### src/rtl/mdu_mult_seq.sv
// mdu_mult_seq: sequential 32x32 shift-add multiplier for MULT/MULTU.
// It has no adder of its own and drives the shared carry-lookahead adder through the add_* port.
module mdu_mult_seq #(
   parameter int WIDTH = 32
) (
   input  logic             clk,
   input  logic             rst,
   input  logic             start,
   input  logic             abort,
   input  logic             is_signed,
   input  logic [WIDTH-1:0] op_a,
   input  logic [WIDTH-1:0] op_b,
   output logic             busy,
   output logic             done,
   output logic [WIDTH-1:0] hi,
   output logic [WIDTH-1:0] lo,
   output logic [WIDTH-1:0] add_a,
   output logic [WIDTH-1:0] add_b,
   output logic             add_cin,
   input  logic [WIDTH-1:0] add_sum,
   input  logic             add_cout
);
   typedef enum logic [2:0] {IDLE, NEGA, NEGB, MUL, FIXLO, FIXHI, DONE} state_t;
   state_t state, state_n;
   logic [WIDTH-1:0] m, q, p, m_n, q_n, p_n;
   logic [4:0] cnt, cnt_n;
   logic sgn, sgn_n, neg, neg_n, c, c_n;
   assign busy = state != IDLE;
   assign done = state == DONE;
   always_comb begin
      state_n = state;
      m_n = m;
      q_n = q;
      p_n = p;
      cnt_n = cnt;
      sgn_n = sgn;
      neg_n = neg;
      c_n = c;
      add_a = '0;
      add_b = '0;
      add_cin = 1'b0;
      unique case (state)
         IDLE: if (start && !abort) begin
            m_n = op_a;
            q_n = op_b;
            p_n = '0;
            cnt_n = '0;
            c_n = 1'b0;
            sgn_n = is_signed;
            neg_n = is_signed & (op_a[WIDTH-1] ^ op_b[WIDTH-1]);
            state_n = is_signed ? NEGA : MUL;
         end
         NEGA: begin
            add_a = m[WIDTH-1] ? ~m : m;
            add_cin = m[WIDTH-1];
            m_n = add_sum;
            state_n = NEGB;
         end
         NEGB: begin
            add_a = q[WIDTH-1] ? ~q : q;
            add_cin = q[WIDTH-1];
            q_n = add_sum;
            state_n = MUL;
         end
         MUL: begin
            add_a = p;
            add_b = q[0] ? m : '0;
            // carry-out lands in P's MSB so the full 65-bit partial sum shifts right intact
            {p_n, q_n} = {add_cout, add_sum, q[WIDTH-1:1]};
            cnt_n = cnt + 5'd1;
            if (cnt == 5'(WIDTH - 1)) state_n = sgn ? FIXLO : DONE;
         end
         FIXLO: begin
            add_a = neg ? ~q : q;
            add_cin = neg;
            q_n = add_sum;
            c_n = add_cout;
            state_n = FIXHI;
         end
         FIXHI: begin
            add_a = neg ? ~p : p;
            add_cin = neg & c;
            p_n = add_sum;
            state_n = DONE;
         end
         DONE: state_n = IDLE;
         default: state_n = IDLE;
      endcase
      if (abort && state != IDLE) state_n = IDLE;
   end
   always_ff @(posedge clk or posedge rst) begin
      if (rst) begin
         state <= IDLE;
         m <= '0;
         q <= '0;
         p <= '0;
         cnt <= '0;
         sgn <= 1'b0;
         neg <= 1'b0;
         c <= 1'b0;
         hi <= '0;
         lo <= '0;
      end else begin
         state <= state_n;
         m <= m_n;
         q <= q_n;
         p <= p_n;
         cnt <= cnt_n;
         sgn <= sgn_n;
         neg <= neg_n;
         c <= c_n;
         // hi/lo take the finished product on entry to DONE, so they never show partials
         if (state_n == DONE) begin
            hi <= p_n;
            lo <= q_n;
         end
      end
   end
endmodule

### config.mk
export PLATFORM = sky130hd
export DESIGN_NAME = mdu_mult_seq
export DESIGN_NICKNAME = d
export VERILOG_FILES = /design/src/rtl/mdu_mult_seq.sv
export SDC_FILE = /design/constraint.sdc
export NUM_CORES = 1
export LEC_CHECK = 0
export CAP_MARGIN = 10
export CORE_MARGIN = 3
export CORE_UTILIZATION = 42
export DETAILED_ROUTE_END_ITERATION = 12
export PLACE_DENSITY = 0.69
export SLEW_MARGIN = 40
export SYNTH_ARGS = -nofsm -noshare
export SYNTH_HDL_FRONTEND = slang
export SYNTH_SLANG_ARGS = --single-unit
### constraint.sdc
create_clock -name clk -period 6.4 [get_ports clk]
set_clock_uncertainty 0.15 [all_clocks]
set_input_delay 0.96 -clock clk [delete_from_list [all_inputs] [get_ports clk]]
set_output_delay 0.96 -clock clk [all_outputs]
set_load 0.005 [all_outputs]
==> flow_summary.yaml <==
worst_setup_path:
  crit_path_cell_trace: "nor2b_1 -> nand2b_4 -> buf_4 -> o22ai_1 -> clkdlybuf4s50_1"
  timing.critical_path.slowest_stage_cell: "dfrtp_4"
  arrival_ns: 3.43
  setup.worst_path.class: "flip-flop to primary output"
  cp_data_required_time_ns: 5.29
  timing.critical_path.fanout_max: 67
  critical_path.endpoint_type: "primary output"
  critPathMaxStageDelay_ns: 0.81
  cp-start-kind: "flip-flop"
  cp_num_buf_inv: 2
  crit_family: "buffers and inverters"
drt:
  ant_nets: 0
  number_of_search_and_repair_iterations_in_the_first_detailed_routing_pass: 6
  vias: 9768
  route.detailed.drc: 0
  drt-total-wl_um: 35800
  via_per_inst: 6.10
  wl_per_cell_um: 22.3
  initialDrtViolationCount: 1094
logic_synthesis:
  synth_area_per_cell_um2: 8.88
  synth_enable_flop_cells: 0
  synth_cells: 1118
  yosysWarnings: 0
  synth-main-ff-cell: "dfrtp_1"
  ys_async_sr_fraction: 1.00
  synth.ff_latch_count: 171
  mapped_area_um2: 9930
  yosysSeqAreaShare: 0.431
  yosys.cell_types.count: 38
  post_synthesis_net_count: 1222
power_and_ir_drop:
  power.sequential.fraction: 0.425
  power.ir.vdd_worst_mv: 0.152
  switching_power_of_the_nets_mw: 1.37
  power_density_nw_per_um2: 297
  cellLeakagePower_nw: 5.70
  comb_power_share: 0.310
  sw_frac_of_total: 0.356
  internal-power_mw: 2.47
  clockPowerShare: 0.265
global_route:
  grt_pass1_wl_um: 55000
  maximum_number_of_pins_on_one_net_before_global_route_repair: 100
  grt.overflow.total: 0
  first_global_vias: 9221
  grtUsageTotal: 0.271
  grt_antenna_before_repair: 1
floorplanning:
  fp.coreArea_um2: 22900
  die-area_um2: 25500
  io_pins: 233
  initial_utilization: 0.433
  rows: 55
  fp.dieH_um: 160
  fp.dieW_um: 160
hold_path:
  worstHoldPathType: "flip-flop to flip-flop"
clock_tree:
  clkSinkCount: 171
  cts.reportedPaths.clkPinSlew_ns: 0.07
  cts_resized: 0
  setup_fix_buffers_added_after_clock_tree_synthesis: 0
  clock_tree_from_tritoncts: "done"
  ctsLongestPathBuffers: 2
  cts_made_buffers: 17
  cts.root.buffer_cell: "clkbuf_16"
  clock_insertion_delay_worst_skew_ns: 0.43
  post_cts_hold_buffer_count: 0
  cts-htree-levels: 4
timing:
  final-setup-viol-count: 0
  final-hold-violation-count: 0
  setup_total_negative_slack_ns: 0
  slew-limit-headroom: 0.421
  fin_crit_sh: 0.709
  finalCriticalPeriod_ns: 4.54
  final-max-slew-violation-count: 0
  rsz_0062_raised_after_global_routing: "false"
  maximum_clock_frequency_mhz: 220
  timing_worst_slew_pin_value_ns: 0.867
status:
  status: "completed"
layout:
  post-route-util: 0.564
  synthToLayoutAreaGrowth_pct: 30.3
  nets: 1379
  drive_above_1_share: 0.0528
placed_design:
  hpwl_um: 23900
  place.gp.congestion: 0.859
  numPortBuffers: 232
run:
  drv_cap: 0
==> cell usage in the layout (no fill, tap or decap), types with 2 or more instances in the layout <==
cell,n
a221oi_1,62
nor2b_4,2
and3_1,33
mux2i_1,2
xor2_1,95
nand2_1,143
inv_1,2
nand3_1,38
a22oi_1,33
nor2_1,133
clkbuf_16,17
inv_8,4
o21ai_0,2
dfrtp_4,4
a211oi_1,2
dfrtp_1,167
o21ai_1,2
o22ai_1,32
a21oi_1,65
clkdlybuf4s50_1,232
buf_12,2
ha_1,2
xnor2_1,33
buf_4,17
inv_6,4
a22o_1,65
nor2b_1,4
a31oi_1,66
nor2_2,2
clkinvlp_4,4
==> worst reg2reg max path, stage by stage (launching register included) <==
cell and delay, ns:
dfrtp_4 0.81, buf_4 0.66, nor2b_1 0.36, o21a_2 0.51, buf_4 0.58, nor2_1 0.16
a31oi_1 0.18
==> Yosys cell counts, drive strengths merged (33+ instances only) <==
cell type / n / area share
xor2: 95 / 0.084
a21oi: 65 / 0.033
clkbuf: 50 / 0.019
nand3: 38 / 0.019
a22oi: 33 / 0.025
a221oi: 62 / 0.055
and3: 33 / 0.021
a31oi: 66 / 0.042
xnor2: 33 / 0.029
buf: 64 / 0.034
nand2: 143 / 0.054
a22o: 65 / 0.057
dfrtp: 171 / 0.43
nor2: 135 / 0.051
==> path summary, 6_finish.rpt <==
| check | start | end | slack (ns) | depth (start not counted) |
|---|---|---|---|---|
| min in group asynchronous | rst | hi[22] | 0.90 | 2 |
| setup / recovery | state[0] | add_a[22] | 1.86 | 5 |
| hold reg to reg | hi[16] | hi[16] | 0.36 | 2 |
| hold / removal | hi[16] | hi[16] | 0.36 | 2 |
| setup reg to reg | state[0] | lo[11] | 2.91 | 6 |
| max in group asynchronous | rst | hi[16] | 4.12 | 3 |
==> sequential cells by signal, indices dropped and copies added, names as in the netlist <==
register / flops
m: 32
neg: 1
cnt: 5
p: 32
state: 3
lo: 32
hi: 32
sgn: 1
c: 1
q: 32
==> power groups by stage <==
stage | registers, mW | clock network, mW | logic [mW]
global placement | 1.65 | 0 | 1.13
detailed placement | 1.64 | 0 | 1.18
CTS | 1.62 | 1.04 | 1.19
global route | 1.66 | 1.08 | 1.29
finish | 1.63 | 1.02 | 1.19
floorplan | 1.46 | 0 | 0.802
==> final cells by class <==
cell class,instances,area (µm²)
Fill cell,2078,9990
Multi-Input combinational cell,829,5140
Sequential cell,171,4290
Timing Repair Buffer,252,2520
Clock buffer,18,429
Tap cell,313,392
Clock inverter,13,134
Inverter,4,22.5
Antenna cell,1,2.50
==> metal layers <==
metal / track usage / vias up / routed length, µm
met3: 0.0542 / 64 / 3300
met5: 0 / - / 0
met4: 0.0931 / 0 / 1020
li1: - / 4344 / -
met2: 0.396 / 522 / 15800
met1: 0.400 / 4838 / 15600
==> metrics by stage <==
step	hold slack (ns)	total power [mW]	cells	setup slack, ns	instance area (µm²)
6_report	0.356	3.84	1601	1.86	12900
5_1_grt	0.390	4.03	1601	1.74	12900
4_1_cts	0.357	3.84	1600	1.78	12900
3_5_place_dp	0.338	2.82	1569	2.27	12400
3_3_place_gp	0.339	2.78	1567	2.34	12300
2_1_floorplan	0.311	2.26	1118	0.658	9930
==> cells by family (layout without fill, tap and decap cells) <==
family | Yosys count | in the layout | share of synthesized area
and+or+nand+nor | 362 | 362 | 0.155
AOI/OAI and AO/OA | 334 | 334 | 0.241
DFF | 171 | 171 | 0.431
xor gates and xnor gates | 128 | 128 | 0.113
buffers and inverters | 118 | 287 | 0.0543
muxes | 3 | 3 | 0.00315
adders and majority gates | 2 | 2 | 0.00252
other | 0 | 1 | 0
(Power assumes the default switching activity.)
